[config.mk]
export PLATFORM = sky130hd
export DESIGN_NAME = instr_fetch_unit_flat
export DESIGN_NICKNAME = d
export VERILOG_FILES = /design/src/rtl/instr_fetch_unit_pkg.sv /design/src/rtl/instr_fetch_unit_if.sv /design/src/rtl/fetch_pc_calc.sv /design/src/rtl/instr_fetch_unit.sv /design/src/flat_wrapper.sv
export SDC_FILE = /design/constraint.sdc
export NUM_CORES = 1
export LEC_CHECK = 0
export ABC_AREA = 1
export BUFFER_PORTS_ARGS = -buffer_cell sky130_fd_sc_hd__buf_4
export CORE_UTILIZATION = 40
export DETAILED_ROUTE_END_ITERATION = 16
export HOLD_SLACK_MARGIN = 0.05
export PLACE_DENSITY_LB_ADDON = 0.3
export SLEW_MARGIN = 40
export SYNTH_ARGS = -nofsm -noshare
export SYNTH_HDL_FRONTEND = slang
export SYNTH_SLANG_ARGS = --single-unit
export TNS_END_PERCENT = 1
[constraint.sdc]
create_clock -name clk -period 2 [get_ports clk]
set_clock_uncertainty 0.05 [all_clocks]
set_input_delay 0.4 -clock clk [delete_from_list [all_inputs] [get_ports clk]]
set_output_delay 0.4 -clock clk [all_outputs]
set_load 0.02 [all_outputs]
[src/rtl/instr_fetch_unit_pkg.sv]
// rtl/instr_fetch_unit_pkg.sv - shared opcodes, instruction fields, pc_sel encodings and fetch FSM states
package instr_fetch_unit_pkg;

    typedef enum logic [1:0] {
        IDLE  = 2'b00,
        FETCH = 2'b01,
        HOLD  = 2'b10
    } fetch_state_t;

    localparam logic [1:0] PC_SEL_NEXT = 2'b00;
    localparam logic [1:0] PC_SEL_JUMP = 2'b01;
    localparam logic [1:0] PC_SEL_REL  = 2'b10;
    localparam logic [1:0] PC_SEL_HOLD = 2'b11;

    localparam int OPCODE_MSB = 15;
    localparam int OPCODE_LSB = 10;
    localparam int REG_BIT    = 9;
    localparam int IMM_MSB    = 8;
    localparam int IMM_LSB    = 0;

    localparam logic [5:0] OP_NOP = 6'h00;
    localparam logic [5:0] OP_ADD = 6'h01;
    localparam logic [5:0] OP_SUB = 6'h02;
    localparam logic [5:0] OP_LD  = 6'h03;
    localparam logic [5:0] OP_ST  = 6'h04;
    localparam logic [5:0] OP_JMP = 6'h05;

    localparam logic REG_X = 1'b0;
    localparam logic REG_Y = 1'b1;

    function automatic logic [8:0] instr_imm(input logic [15:0] word);
        return word[IMM_MSB:IMM_LSB];
    endfunction

endpackage

[src/rtl/instr_fetch_unit_if.sv]
// rtl/instr_fetch_unit_if.sv - memory fetch and instruction hand-off bundle of the fetch unit
interface instr_fetch_unit_if #(
    parameter int ADDR_W = 16
);
    logic              mem_req;
    logic [ADDR_W-1:0] mem_addr;
    logic              mem_ack;
    logic [15:0]       mem_rdata;
    logic [15:0]       instruction;
    logic              instr_valid;
    logic              instr_ready;
    logic [1:0]        pc_sel;
    logic [ADDR_W-1:0] branch_target;
    logic [ADDR_W-1:0] pc;
    logic              fetch_err;

    modport master (
        output mem_req, mem_addr, instruction, instr_valid, pc, fetch_err,
        input  mem_ack, mem_rdata, instr_ready, pc_sel, branch_target
    );

    modport slave (
        input  mem_req, mem_addr, instruction, instr_valid, pc, fetch_err,
        output mem_ack, mem_rdata, instr_ready, pc_sel, branch_target
    );
endinterface

[src/rtl/fetch_pc_calc.sv]
// rtl/fetch_pc_calc.sv - combinational next-PC selection taken at instruction consume time
module fetch_pc_calc
    import instr_fetch_unit_pkg::*;
#(
    parameter int ADDR_W = 16
) (
    input  logic [ADDR_W-1:0] pc,
    input  logic [1:0]        pc_sel,
    input  logic [ADDR_W-1:0] branch_target,
    input  logic [8:0]        imm9,
    output logic [ADDR_W-1:0] next_pc
);
    logic [ADDR_W-1:0] imm_ext;

    assign imm_ext = {{(ADDR_W-9){imm9[8]}}, imm9};

    // All arithmetic wraps silently modulo 2^ADDR_W.
    always_comb begin
        next_pc = pc;
        case (pc_sel)
            PC_SEL_NEXT: next_pc = pc + ADDR_W'(1);
            PC_SEL_JUMP: next_pc = branch_target;
            PC_SEL_REL:  next_pc = pc + imm_ext;
            PC_SEL_HOLD: next_pc = pc;
            default:     next_pc = pc;
        endcase
    end
endmodule

[src/rtl/instr_fetch_unit.sv]
// rtl/instr_fetch_unit.sv - PC owner and fetch sequencer; FETCH_TIMEOUT_EN adds a sticky ack-timeout flag
module instr_fetch_unit
    import instr_fetch_unit_pkg::*;
#(
    parameter int              ADDR_W      = 16,
    parameter logic [ADDR_W-1:0] RESET_PC  = '0,
    parameter int              TIMEOUT_CYC = 15
) (
    input  logic               clk,
    input  logic               rst,
    input  logic               halt,
    instr_fetch_unit_if.master bus
);
    fetch_state_t      state_q, state_d;
    logic [ADDR_W-1:0] pc_q, pc_d;
    logic              req_q, req_d;
    logic [15:0]       instr_q, instr_d;
    logic              valid_q, valid_d;
    logic [ADDR_W-1:0] next_pc;
    logic              consume;
    logic              timeout_hit;

    fetch_pc_calc #(.ADDR_W(ADDR_W)) u_pc_calc (
        .pc            (pc_q),
        .pc_sel        (bus.pc_sel),
        .branch_target (bus.branch_target),
        .imm9          (instr_imm(instr_q)),
        .next_pc       (next_pc)
    );

    assign consume = valid_q && bus.instr_ready;

`ifdef FETCH_TIMEOUT_EN
    localparam int CNT_W = ($clog2(TIMEOUT_CYC + 1) < 4) ? 4 : $clog2(TIMEOUT_CYC + 1);

    logic [CNT_W-1:0] wait_cnt_q;
    logic             err_q;

    // Counts consecutive FETCH cycles without an ack; cleared whenever FETCH is left.
    assign timeout_hit = (state_q == FETCH) && !bus.mem_ack &&
                         (wait_cnt_q == CNT_W'(TIMEOUT_CYC - 1));

    always_ff @(posedge clk or posedge rst) begin
        if (rst) begin
            wait_cnt_q <= '0;
            err_q      <= 1'b0;
        end else begin
            if (state_q == FETCH && !bus.mem_ack && !timeout_hit)
                wait_cnt_q <= wait_cnt_q + CNT_W'(1);
            else
                wait_cnt_q <= '0;
            if (timeout_hit)
                err_q <= 1'b1;
        end
    end

    assign bus.fetch_err = err_q;
`else
    assign timeout_hit   = 1'b0;
    assign bus.fetch_err = 1'b0;
`endif

    always_ff @(posedge clk or posedge rst) begin
        if (rst) begin
            state_q <= IDLE;
            pc_q    <= RESET_PC;
            req_q   <= 1'b0;
            instr_q <= 16'h0000;
            valid_q <= 1'b0;
        end else begin
            state_q <= state_d;
            pc_q    <= pc_d;
            req_q   <= req_d;
            instr_q <= instr_d;
            valid_q <= valid_d;
        end
    end

    always_comb begin
        state_d = state_q;
        pc_d    = pc_q;
        req_d   = req_q;
        instr_d = instr_q;
        valid_d = valid_q;
        case (state_q)
            IDLE: begin
                if (!halt) begin
                    state_d = FETCH;
                    req_d   = 1'b1;
                end
            end
            FETCH: begin
                if (bus.mem_ack) begin
                    instr_d = bus.mem_rdata;
                    valid_d = 1'b1;
                    req_d   = 1'b0;
                    state_d = HOLD;
                end else if (timeout_hit) begin
                    // pc is left alone so the retry refetches the same word.
                    req_d   = 1'b0;
                    state_d = IDLE;
                end
            end
            HOLD: begin
                if (consume) begin
                    valid_d = 1'b0;
                    pc_d    = next_pc;
                    if (halt) begin
                        req_d   = 1'b0;
                        state_d = IDLE;
                    end else begin
                        req_d   = 1'b1;
                        state_d = FETCH;
                    end
                end
            end
            default: begin
                state_d = IDLE;
                req_d   = 1'b0;
                valid_d = 1'b0;
            end
        endcase
    end

    // mem_addr and pc are the same register: the address of the outstanding/held word.
    assign bus.mem_req     = req_q;
    assign bus.mem_addr    = pc_q;
    assign bus.pc          = pc_q;
    assign bus.instruction = instr_q;
    assign bus.instr_valid = valid_q;
endmodule

[src/flat_wrapper.sv]
// flat-port wrapper written by rule: the top's interface ports become plain ports
module instr_fetch_unit_flat import instr_fetch_unit_pkg::*;
#(
    parameter int              ADDR_W      = 16,
    parameter logic [ADDR_W-1:0] RESET_PC  = '0,
    parameter int              TIMEOUT_CYC = 15
)
  (clk, rst, halt, bus_mem_req, bus_mem_addr, bus_instruction, bus_instr_valid, bus_pc, bus_fetch_err, bus_mem_ack, bus_mem_rdata, bus_instr_ready, bus_pc_sel, bus_branch_target);
  instr_fetch_unit_if #(.ADDR_W(ADDR_W)) bus_i ();
  input  logic clk;
  input  logic rst;
  input  logic halt;
  output wire logic [$bits(bus_i.mem_req)-1:0] bus_mem_req;
  output wire logic [$bits(bus_i.mem_addr)-1:0] bus_mem_addr;
  output wire logic [$bits(bus_i.instruction)-1:0] bus_instruction;
  output wire logic [$bits(bus_i.instr_valid)-1:0] bus_instr_valid;
  output wire logic [$bits(bus_i.pc)-1:0] bus_pc;
  output wire logic [$bits(bus_i.fetch_err)-1:0] bus_fetch_err;
  input wire logic [$bits(bus_i.mem_ack)-1:0] bus_mem_ack;
  input wire logic [$bits(bus_i.mem_rdata)-1:0] bus_mem_rdata;
  input wire logic [$bits(bus_i.instr_ready)-1:0] bus_instr_ready;
  input wire logic [$bits(bus_i.pc_sel)-1:0] bus_pc_sel;
  input wire logic [$bits(bus_i.branch_target)-1:0] bus_branch_target;
  assign bus_mem_req = bus_i.mem_req;
  assign bus_mem_addr = bus_i.mem_addr;
  assign bus_instruction = bus_i.instruction;
  assign bus_instr_valid = bus_i.instr_valid;
  assign bus_pc = bus_i.pc;
  assign bus_fetch_err = bus_i.fetch_err;
  assign bus_i.mem_ack = bus_mem_ack;
  assign bus_i.mem_rdata = bus_mem_rdata;
  assign bus_i.instr_ready = bus_instr_ready;
  assign bus_i.pc_sel = bus_pc_sel;
  assign bus_i.branch_target = bus_branch_target;
  instr_fetch_unit #(.ADDR_W(ADDR_W), .RESET_PC(RESET_PC), .TIMEOUT_CYC(TIMEOUT_CYC)) u_core (.clk(clk), .rst(rst), .halt(halt), .bus(bus_i));
endmodule
==> results of run 1 <==
[critical path: cells and delay by family]
family	cells	cell delay, ns
AO/OA/AOI/OAI	1	0.10
AND/OR/NAND/NOR	13	1.03
adder cells (fa/ha/maj)	2	0.50
buffers and inverters	2	0.22
[metrics by stage]
stage / instance area, um2 / hold slack (ns) / power (mW)
2_1_floorplan: 2549 / 0.4967 / 3.536
3_3_place_gp: 3401 / 0.4312 / 4.726
3_5_place_dp: 3401 / 0.4415 / 4.782
4_1_cts: 3542 / 0.1703 / 5.510
5_1_grt: 3567 / 0.2210 / 5.938
6_report: 3567 / 0.1553 / 5.491
[registers in the layout (all words and copies together), names as in the netlist]
name	count
u_core.bus.instr_valid	1
u_core.bus.instruction	16
u_core.bus.mem_addr	16
u_core.bus.mem_req	1
u_core.state_q	2
[area by class of cell]
| type | count | share of cell area, % |
|---|---|---|
| clock buffer | 5 | 1.929 |
| multi-input combinational | 237 | 37.32 |
| clock inverter | 3 | 1.193 |
| tap | 75 | 2.631 |
| timing repair buffer | 128 | 26.94 |
| inverter | 44 | 4.735 |
| sequential | 36 | 25.25 |
[worst max-delay path by stage]
| stage | start | to | slack [ns] |
|---|---|---|---|
| 2_1_floorplan | bus_pc_sel[0] | u_core.bus.mem_addr[14] | -0.27 |
| 3_3_place_gp | bus_pc_sel[0] | u_core.bus.mem_addr[14] | -0.42 |
| 3_5_place_dp | bus_pc_sel[0] | u_core.bus.mem_addr[14] | -0.48 |
| 4_1_cts | u_core.bus.instruction[0] | u_core.bus.mem_addr[14] | -0.17 |
| 5_1_grt | u_core.bus.instruction[0] | u_core.bus.mem_addr[14] | -0.29 |
| 6_report | bus_pc_sel[0] | u_core.bus.mem_addr[12] | -0.11 |
[cells by family (layout without fill, tap and decap cells)]
| group | Yosys count | after routing | synth area share (%) |
|---|---|---|---|
| simple gates | 158 | 158 | 26.88 |
| buf+inv | 70 | 180 | 13.49 |
| compound gates | 54 | 54 | 12.84 |
| flops | 36 | 36 | 35.84 |
| fa+ha+maj | 9 | 9 | 4.779 |
| mux | 8 | 8 | 3.584 |
| xor+xnor | 7 | 7 | 2.439 |
| other cells | 1 | 1 | 0.1492 |
[routing by layer]
metal	track usage [%]	share of wire, %
met1	25.87	43
met2	38.17	51
met3	4.382	4.2
met4	5.893	1.5
met5	0	0
[cells in the final DEF, fill, tap and decap left out, types with 4 or more instances in the layout]
master and count:
a21oi_1 16, buf_4 128, clkbuf_8 5, dfrtp_1 36, ha_1 7, inv_1 39
mux2_2 8, nand2_1 71, nand2_2 13, nand3_1 12, nand4_1 6, nor2_1 43
o211ai_1 4, o21ai_0 16, xor2_1 7
[power by group]
| group | internal (mW) | switching, mW | total, mW |
|---|---|---|---|
| Sequential | 1.07 | 0.330 | 1.40 |
| Combinational | 1.57 | 1.87 | 3.43 |
| Clock | 0.369 | 0.285 | 0.654 |
| Total | 3.01 | 2.48 | 5.49 |
[what timing repair did]
action,in CTS,in global routing
gates cloned,0,0
hold buffers,0,0
buffers inserted,2,1
setup endpoints to repair,10,13
pin swaps,9,9
gates resized for setup,5,9
==> results by group, run 1 <==
Outcome
  • Status: complete, but fails checks
  • Failing checks: setup timing

Global routing
  • First-pass GRT wire length: 10820 um
  • Initial antenna violation count: 0
  • GRT Total Usage: 21.43%
  • Total congestion overflow: 0
  • Vias in the first global route: 2366
  • Largest net degree at the start of global routing: 37

Timing
  • Hold Fails Final Rpt: 0
  • Final setup violation count: 7
  • Worst slew margin: 65.33%
  • RSZ-0062 raised after global routing: true
  • Pins Over Slew Limit: 0
  • Worst slew pin tran: 0.5134 ns
  • Final period util: 105.7%
  • Final TNS setup: -0.5327 ns
  • F_max: 0.4729 GHz
  • Final worst slack: -0.1144 ns
  • Fin crit period: 2.114 ns

Cells and area
  • Synth-to-layout area growth: 41.91%
  • Final nets: 500
  • Fin util: 59.54%
  • Fill cells: 567
  • Register Area: 900.9 um2
  • Fin cells: 528
  • Multi-input gate area: 1331 um2
  • Diode count: 0
  • Share of cells above drive strength 1: 39.51%

Yosys
  • Seq/Total Area, Yosys: 35.84%
  • Cell variety after synth: 36
  • Commonest cells in the netlist: nand2_1 (80), nor2_1 (43), inv_1 (41)
  • Share of the synthesized area in the top cell type: 35.84%
  • Flops & latches, synth: 36
  • Synthesis Warnings: 0
  • Commonest register cell after synthesis: dfrtp_1
  • Most numerous cell in the Yosys netlist: nand2_1
  • Top post-synthesis cells by area: dfrtp_1 (36%), nand2_1 (12%), nor2_1 (6.4%)
  • Mean Syn Cell Area: 7.328 um2
  • Cell area after synthesis: 2514 um2
  • Async set or reset register ratio after synthesis: 100.0%
  • Dominant cell type by area after synthesis: dfrtp_1
  • Synthesized instance count: 343
  • Syn_nets: 391
  • EDFF count, synth: 0

Routing
  • Routed Antenna Nets: 0
  • Drt first pass iters: 4
  • Violation count after the first detailed-routing iteration: 123
  • Final wirelength: 6531 um
  • Vias per cell: 4.877
  • Via count: 2575
  • DRC errors left: 0
  • DR WL/cell: 12.37 um

Placed design
  • Setup WS pre-CTS: -0.4840 ns
  • Gpl congestion: 0.8632
  • Placed cells: 517
  • Detail Placement HPWL: 4924 um
  • Port Buffers: 88

Worst setup path
  • Slowest CP cell: fa_2
  • CP endpoint kind: flip-flop
  • Critical path cell sequence: buf_4, clkinvlp_4, nand2_4, or2_4, ha_4, fa_2, nand2_2, nand2_2, nand3_2, o211ai_1, nand2_1, nand2_2, nand2_1, nand2_1, nand2_1, nand3_1, nand2_1, nand2_1
  • Critical Path Most Common Cell: nand2_1
  • Reg2reg path depth: 15
  • Critical Path RT: 2.15 ns
  • Slowest stage delay, CP: 0.34 ns
  • Critical Path AT: 2.26 ns
  • WS Path Type: in2reg
  • Crit Reg-Reg Startpoint: u_core.bus.instruction[0]
  • Startpoint types: input pin
  • Crit-path max FO: 4
  • R2r endpoint: u_core.bus.mem_addr[12]
  • R2R Setup Slk: -0.10 ns

Pwr
  • Maximum vdd drop: 757.8 uV
  • Leakage power: 1.937 nW
  • PD cells: 1539 nW/um2

Floorplanning
  • Core Rows: 28
  • Die area: 6605 um2
  • Chip Width: 81.27 um
  • Die height: 81.27 um
  • Core Footprint: 5991 um2
  • IO Count: 90
  • Effective utilization at floorplan: 41.96%

CTS
  • CTS Buffer Depth: 2
  • CTS tree: yes
  • H-tree levels: 2
  • CTS Buf Count: 5
  • Root buf cell: clkbuf_8
  • CTS clock-pin slew for the worst setup and hold paths: 0.08 ns
  • CTS Sinks: 36
  • Clock Latency Late Sink: 0.30 ns

Job
  • Max-Cap Viols: 0

Hold path
  • Tightest Hold Check Type: in2async
(Power assumes the default switching activity.)
==> run 2: changes to the inputs <==
Settings changed: CTS_BUF_LIST from default to sky130_fd_sc_hd__clkbuf_4 sky130_fd_sc_hd__clkbuf_8 sky130_fd_sc_hd__clkbuf_16, RECOVER_POWER from default to 50, REMOVE_ABC_BUFFERS from default to 1.
==> run 2 against run 1 <==
  * Largest cell class unchanged
  * Critical endpoint is now u_core.bus.mem_addr[14]
  * Routed wire length up 1.5%
  * Largest power group unchanged
  * The run still ends with setup timing left
  * Combinational power down 7.0%
  * Critical path type unchanged
  * Cell area down 3.6%
==> results by group, run 2 (synthesized netlist as in run 1, its figures left out) <==
Timing
  • Worst slew pin tran: 1.105 ns (was 0.5134 ns)
  • Final setup violation count: 6 (was 7)
  • RSZ-0062 raised after global routing: true (unchanged)
  • Final TNS setup: -0.4783 ns (was -0.5327 ns)
  • Fin crit period: 2.145 ns (was 2.114 ns)
  • F_max: 0.4663 GHz (was 0.4729 GHz)
  • Final period util: 107.2% (was 105.7%)
  • Pins Over Slew Limit: 0 (unchanged)
  • Worst slew margin: 26.19% (was 65.33%)
  • Final worst slack: -0.1445 ns (was -0.1144 ns)
  • Hold Fails Final Rpt: 0 (unchanged)

Worst setup path
  • Crit-path max FO: 3 (was 4)
  • R2R Setup Slk: -0.14 ns (was -0.10 ns)
  • R2r endpoint: u_core.bus.mem_addr[14] (was u_core.bus.mem_addr[12])
  • Startpoint types: input pin (unchanged)
  • Critical Path Sink: u_core.bus.mem_addr[14] (was u_core.bus.mem_addr[12])
  • Slowest stage delay, CP: 0.34 ns (about the same)
  • WS Path Type: in2reg (unchanged)
  • CP endpoint kind: flip-flop (unchanged)
  • Crit Reg-Reg Startpoint: u_core.bus.instruction[0] (unchanged)
  • Critical path cell sequence: buf_4, inv_1, nand2_1, or2_4, ha_4, fa_2, nand2_2, nand2_2, nand3_2, o211ai_1, nand2_1, nand2_2, nand2_2, nand2_1, nand2_1, nand3_1, nand2_1, nand2_1 (was buf_4, clkinvlp_4, nand2_4, or2_4, ha_4, fa_2, nand2_2, nand2_2, nand3_2, o211ai_1, nand2_1, nand2_2, nand2_1, nand2_1, nand2_1, nand3_1, nand2_1, nand2_1)
  • Crit. Startpoint: bus_pc_sel[0] (unchanged)
  • Critical Path Most Common Cell: nand2_1 (unchanged)
  • Critical Path RT: 2.15 ns (about the same)
  • Slowest CP cell: fa_2 (unchanged)
  • Critical Path AT: 2.29 ns (was 2.26 ns)
  • Reg2reg path depth: 15 (unchanged)

Floorplanning
  • Chip Width: 81.27 um (unchanged)
  • Effective utilization at floorplan: 41.96% (unchanged)
  • Die height: 81.27 um (unchanged)
  • IO Count: 90 (unchanged)
  • Die area: 6605 um2 (unchanged)
  • Core Rows: 28 (unchanged)
  • Core Footprint: 5991 um2 (unchanged)

Outcome
  • Status: complete, but fails checks (unchanged)
  • Failing checks: setup timing (unchanged)

Routing
  • Vias per cell: 4.956 (was 4.877)
  • DR WL/cell: 12.72 um (was 12.37 um)
  • DRC errors left: 0 (unchanged)
  • Final wirelength: 6627 um (was 6531 um)
  • Routed Antenna Nets: 0 (unchanged)
  • Via count: 2582 (was 2575)
  • Violation count after the first detailed-routing iteration: 138 (was 123)
  • Drt first pass iters: 5 (was 4)

Cells and area
  • Fin cells: 521 (was 528)
  • Final nets: 493 (was 500)
  • Synth-to-layout area growth: 36.78% (was 41.91%)
  • Most frequent cells in the layout: buf_4 (100), nand2_1 (75), nor2_1 (43) (was buf_4 (128), nand2_1 (71), nor2_1 (43))
  • Share of cells above drive strength 1: 33.18% (was 39.51%)
  • Most common cell after layout, fill and taps aside: buf_4 (unchanged)
  • Diode count: 0 (unchanged)

CTS
  • CTS tree: yes (unchanged)
  • CTS Hold Bufs: 0 (unchanged)
  • Root buf cell: clkbuf_8 (unchanged)
  • H-tree levels: 2 (unchanged)
  • CTS clock-pin slew for the worst setup and hold paths: 0.08 ns (about the same)
  • Setup bufs post-CTS: 0 (was 2)
  • CTS Sinks: 36 (unchanged)
  • CTS Buf Count: 5 (unchanged)
  • Clock Latency Late Sink: 0.30 ns (about the same)
  • CTS Buffer Depth: 2 (unchanged)

Global routing
  • Total congestion overflow: 0 (unchanged)
  • Largest net degree at the start of global routing: 25 (was 37)
  • GRT Total Usage: 21.51% (was 21.43%)
  • First-pass GRT wire length: 10860 um (was 10820 um)
  • Vias in the first global route: 2452 (was 2366)
  • Initial antenna violation count: 0 (unchanged)

Pwr
  • Maximum vdd drop: 797.9 uV (was 757.8 uV)
  • PD cells: 1529 nW/um2 (was 1539 nW/um2)
  • Power, Total: 5.256 mW (was 5.491 mW)
  • Leakage power: 1.847 nW (was 1.937 nW)

Job
  • Max-Cap Viols: 0 (unchanged)

Hold path
  • Tightest Hold Check Type: in2async (unchanged)

Placed design
  • Detail Placement HPWL: 5021 um (was 4924 um)
  • Port Buffers: 88 (unchanged)
  • Setup WS pre-CTS: -0.5777 ns (was -0.4840 ns)
  • Placed cells: 513 (was 517)
  • Gpl congestion: 0.9176 (was 0.8632)
==> run 2: changes by cell type in the layout (fill, tap and decap cells not counted) <==
cell and delta:
dlymetal6s2s_1 +1, inv_2 -1, nand2_4 -1, o21ai_2 +1, buf_4 -28, clkbuf_4 +2, clkbuf_1 +19, nand2_1 +4
nand3_2 +1, inv_1 +2, clkinvlp_4 -2, nand2_2 -3, nand3_1 -1, o21ai_1 -1
==> run 2: worst max-delay path, delay by kind of cell <==
| family | cells | cell delay [ns] |
|---|---|---|
| buf+inv | 2 | 0.17 |
| fa+ha+maj | 2 | 0.50 |
| simple gates | 13 | 1.10 |
| compound gates | 1 | 0.11 |
==> run 2: layer usage <==
| metal | vias up | wire (um) | part of all wire, % | GRT usage (%) |
|---|---|---|---|---|
| li1 | 1288 | - | - | - |
| met1 | 1187 | 2868 | 43 | 25.66 |
| met2 | 98 | 3281 | 50 | 37.50 |
| met3 | 9 | 373 | 5.6 | 4.382 |
| met4 | 0 | 104 | 1.6 | 8.393 |
| met5 | - | 0 | 0 | 0 |
==> run 2: how the worst min path moves through the flow <==
stage	from	end	slack (ns)	depth (start not counted)
2_1_floorplan	u_core.state_q[0]	u_core.state_q[0]	0.50	3
3_3_place_gp	u_core.bus.instr_valid	u_core.bus.instr_valid	0.44	2
3_5_place_dp	u_core.bus.instruction[12]	u_core.bus.instruction[12]	0.45	1
4_1_cts	rst	u_core.bus.mem_addr[14]	0.14	2
5_1_grt	rst	u_core.bus.mem_addr[14]	0.13	2
6_report	rst	u_core.bus.mem_addr[14]	0.09	2
==> run 2: cell type report <==
cell class / instances / area [um2]
fillers: 582 / 2552
multi-input cells: 237 / 1325
flip-flops and latches: 36 / 900.9
repair buffers: 121 / 842.1
inverters: 44 / 165.2
well taps: 75 / 93.84
clock buffers: 6 / 76.32
clock inverters: 2 / 35.03
==> run 2: what timing repair did <==
action / CTS / global route
endpoints found under the setup margin: 10 / 10
gates resized for setup: 13 / 3
hold endpoints to repair: 0 / 0
pin swaps: 9 / 3
==> run 2: stage by stage <==
step | cell area (um2) | util, % | hold WS (ns)
after floorplan | 2340 | - | 0.4967
after detailed placement | 3354 | 55.99 | 0.4463
after CTS | 3508 | 58.56 | 0.1431
after global placement | 3354 | 55.99 | 0.4354
final | 3438 | 57.39 | 0.08819
after global routing | 3438 | 57.39 | 0.1349
==> run 2: power breakdown <==
| group | leakage, nW | switching, mW | internal [mW] |
|---|---|---|---|
| Clock | 0.0586 | 0.278 | 0.384 |
| Combinational | 1.36 | 1.84 | 1.36 |
| Sequential | 0.428 | 0.327 | 1.07 |
| Total | 1.85 | 2.44 | 2.81 |
==> run 3: changes to the inputs <==
Settings changed: SKIP_CTS_REPAIR_TIMING from default to 1.
==> run 3 against run 2 <==
  * The run still ends with setup timing left
  * Cell area unchanged
  * Routed wire length up 0.18%
  * Die area unchanged
  * Via count up 0.23%
  * Register-to-register slack worse by 0.04 ns
  * Total power about the same
  * Count of clock-buffer cells in the layout unchanged
  * Largest cell class unchanged
==> results by group, run 3 (synthesized netlist as in run 1, its figures left out) <==
Cells and area
  • Most frequent cells in the layout: buf_4 (100), nand2_1 (75), nor2_1 (43) (unchanged)
  • Final nets: 493 (unchanged)
  • Fin util: 57.39% (unchanged)
  • Most common cell after layout, fill and taps aside: buf_4 (unchanged)
  • Diode count: 0 (unchanged)
  • Share of cells above drive strength 1: 33.18% (unchanged)
  • Fin cells: 521 (unchanged)
  • Synth-to-layout area growth: 36.78% (unchanged)

Timing
  • Final worst slack: -0.1859 ns (was -0.1445 ns)
  • Hold Fails Final Rpt: 0 (unchanged)
  • Final TNS setup: -0.6282 ns (was -0.4783 ns)
  • Pins Over Slew Limit: 0 (unchanged)
  • Worst slew pin tran: 1.107 ns (was 1.105 ns)
  • Final period util: 109.3% (was 107.2%)
  • F_max: 0.4575 GHz (was 0.4663 GHz)
  • Final setup violation count: 6 (unchanged)
  • Fin Hold WS: 0.08975 ns (was 0.08819 ns)
  • RSZ-0062 raised after global routing: true (unchanged)
  • Worst slew margin: 26.11% (was 26.19%)
  • Fin crit period: 2.186 ns (was 2.145 ns)

Worst setup path
  • Reg2reg path depth: 15 (unchanged)
  • Crit Reg-Reg Startpoint: u_core.bus.instruction[0] (unchanged)
  • Crit. Startpoint: bus_pc_sel[0] (unchanged)
  • Crit-path max FO: 3 (unchanged)
  • Critical Path RT: 2.15 ns (about the same)
  • WS Path Type: in2reg (unchanged)
  • R2r endpoint: u_core.bus.mem_addr[14] (unchanged)
  • CP endpoint kind: flip-flop (unchanged)
  • R2R Setup Slk: -0.18 ns (was -0.14 ns)
  • Critical Path AT: 2.33 ns (was 2.29 ns)
  • Startpoint types: input pin (unchanged)

Global routing
  • Largest net degree at the start of global routing: 25 (unchanged)
  • Initial antenna violation count: 0 (unchanged)
  • First-pass GRT wire length: 10750 um (was 10860 um)
  • GRT Total Usage: 21.30% (was 21.51%)
  • Total congestion overflow: 0 (unchanged)
  • Vias in the first global route: 2435 (was 2452)

Placed design
  • Setup WS pre-CTS: -0.5777 ns (unchanged)
  • Gpl congestion: 0.9176 (unchanged)
  • Placed cells: 513 (unchanged)
  • Port Buffers: 88 (unchanged)
  • Detail Placement HPWL: 5021 um (unchanged)

Floorplanning
  • Core Rows: 28 (unchanged)
  • Chip Width: 81.27 um (unchanged)
  • Core Footprint: 5991 um2 (unchanged)
  • Effective utilization at floorplan: 41.96% (unchanged)
  • Die height: 81.27 um (unchanged)
  • IO Count: 90 (unchanged)
  • Die area: 6605 um2 (unchanged)

CTS
  • CTS Buffer Depth: 2 (unchanged)
  • H-tree levels: 2 (unchanged)
  • CTS tree: yes (unchanged)
  • Clock Latency Late Sink: 0.29 ns (was 0.30 ns)
  • Root buf cell: clkbuf_8 (unchanged)
  • CTS Buf Count: 5 (unchanged)
  • CTS Sinks: 36 (unchanged)
  • CTS clock-pin slew for the worst setup and hold paths: 0.08 ns (about the same)

Routing
  • Vias per cell: 4.967 (was 4.956)
  • Routed Antenna Nets: 0 (unchanged)
  • Drt first pass iters: 4 (was 5)
  • DRC errors left: 0 (unchanged)
  • Violation count after the first detailed-routing iteration: 116 (was 138)
  • DR WL/cell: 12.74 um (was 12.72 um)
  • Final wirelength: 6639 um (was 6627 um)
  • Via count: 2588 (was 2582)

Pwr
  • Maximum vdd drop: 798.3 uV (was 797.9 uV)
  • Leakage power: 1.847 nW (about the same)
  • PD cells: 1529 nW/um2 (about the same)

Hold path
  • Tightest Hold Check Type: in2async (unchanged)

Outcome
  • Failing checks: setup timing (unchanged)
  • Status: complete, but fails checks (unchanged)

Job
  • Max-Cap Viols: 0 (unchanged)
[run 3: cell counts in the layout (fill, tap and decap cells not counted)]
No cell type changed its count.
[run 3: cell type report]
cell class                      instances  area [um2]
Inverter                               44       165.2
Fill cell                             582        2552
Clock buffer                            6       76.32
Tap cell                               75       93.84
Sequential cell                        36       900.9
Clock inverter                          2       35.03
Timing Repair Buffer                  121       842.1
Multi-Input combinational cell        237        1325
[run 3: critical path, stage by stage]
cell and delay [ns]:
buf_4 0.11, inv_1 0.06, nand2_1 0.08, or2_4 0.27, ha_4 0.17, fa_2 0.36
nand2_2 0.08, nand2_2 0.06, nand3_2 0.05, o211ai_1 0.11, nand2_1 0.10, nand2_2 0.08
nand2_2 0.09, nand2_1 0.05, nand2_1 0.08, nand3_1 0.06, nand2_1 0.07, nand2_1 0.04
[run 3: routing by layer]
| layer | global-route usage (%) | vias to the layer above | share of wire, % |
|---|---|---|---|
| met3 | 4.157 | 10 | 5.3 |
| met4 | 7.679 | 0 | 1.6 |
| met2 | 37.50 | 94 | 50 |
| li1 | - | 1286 | - |
| met5 | 0 | - | 0 |
| met1 | 25.45 | 1198 | 44 |
[run 3: worst max path at each step]
stage	end	slack (ns)	depth (start not counted)
2_1_floorplan	u_core.bus.mem_addr[14]	-0.55	17
3_3_place_gp	u_core.bus.mem_addr[14]	-0.54	18
3_5_place_dp	u_core.bus.mem_addr[14]	-0.58	18
4_1_cts	u_core.bus.mem_addr[14]	-0.33	15
5_1_grt	u_core.bus.mem_addr[14]	-0.37	15
6_report	u_core.bus.mem_addr[14]	-0.19	18
[run 3: where the power goes]
group          internal (mW)  total [mW]  switching (mW)
sequential              1.07        1.40           0.330
clock                  0.384       0.658           0.274
combinational           1.36        3.19            1.84
total                   2.82        5.26            2.44
[run 3: through the flow]
stage | power [mW] | instance area [um2]
3_3_place_gp | 4.635 | 3354
2_1_floorplan | 3.281 | 2340
5_1_grt | 5.664 | 3438
4_1_cts | 5.393 | 3466
3_5_place_dp | 4.707 | 3354
6_report | 5.256 | 3438
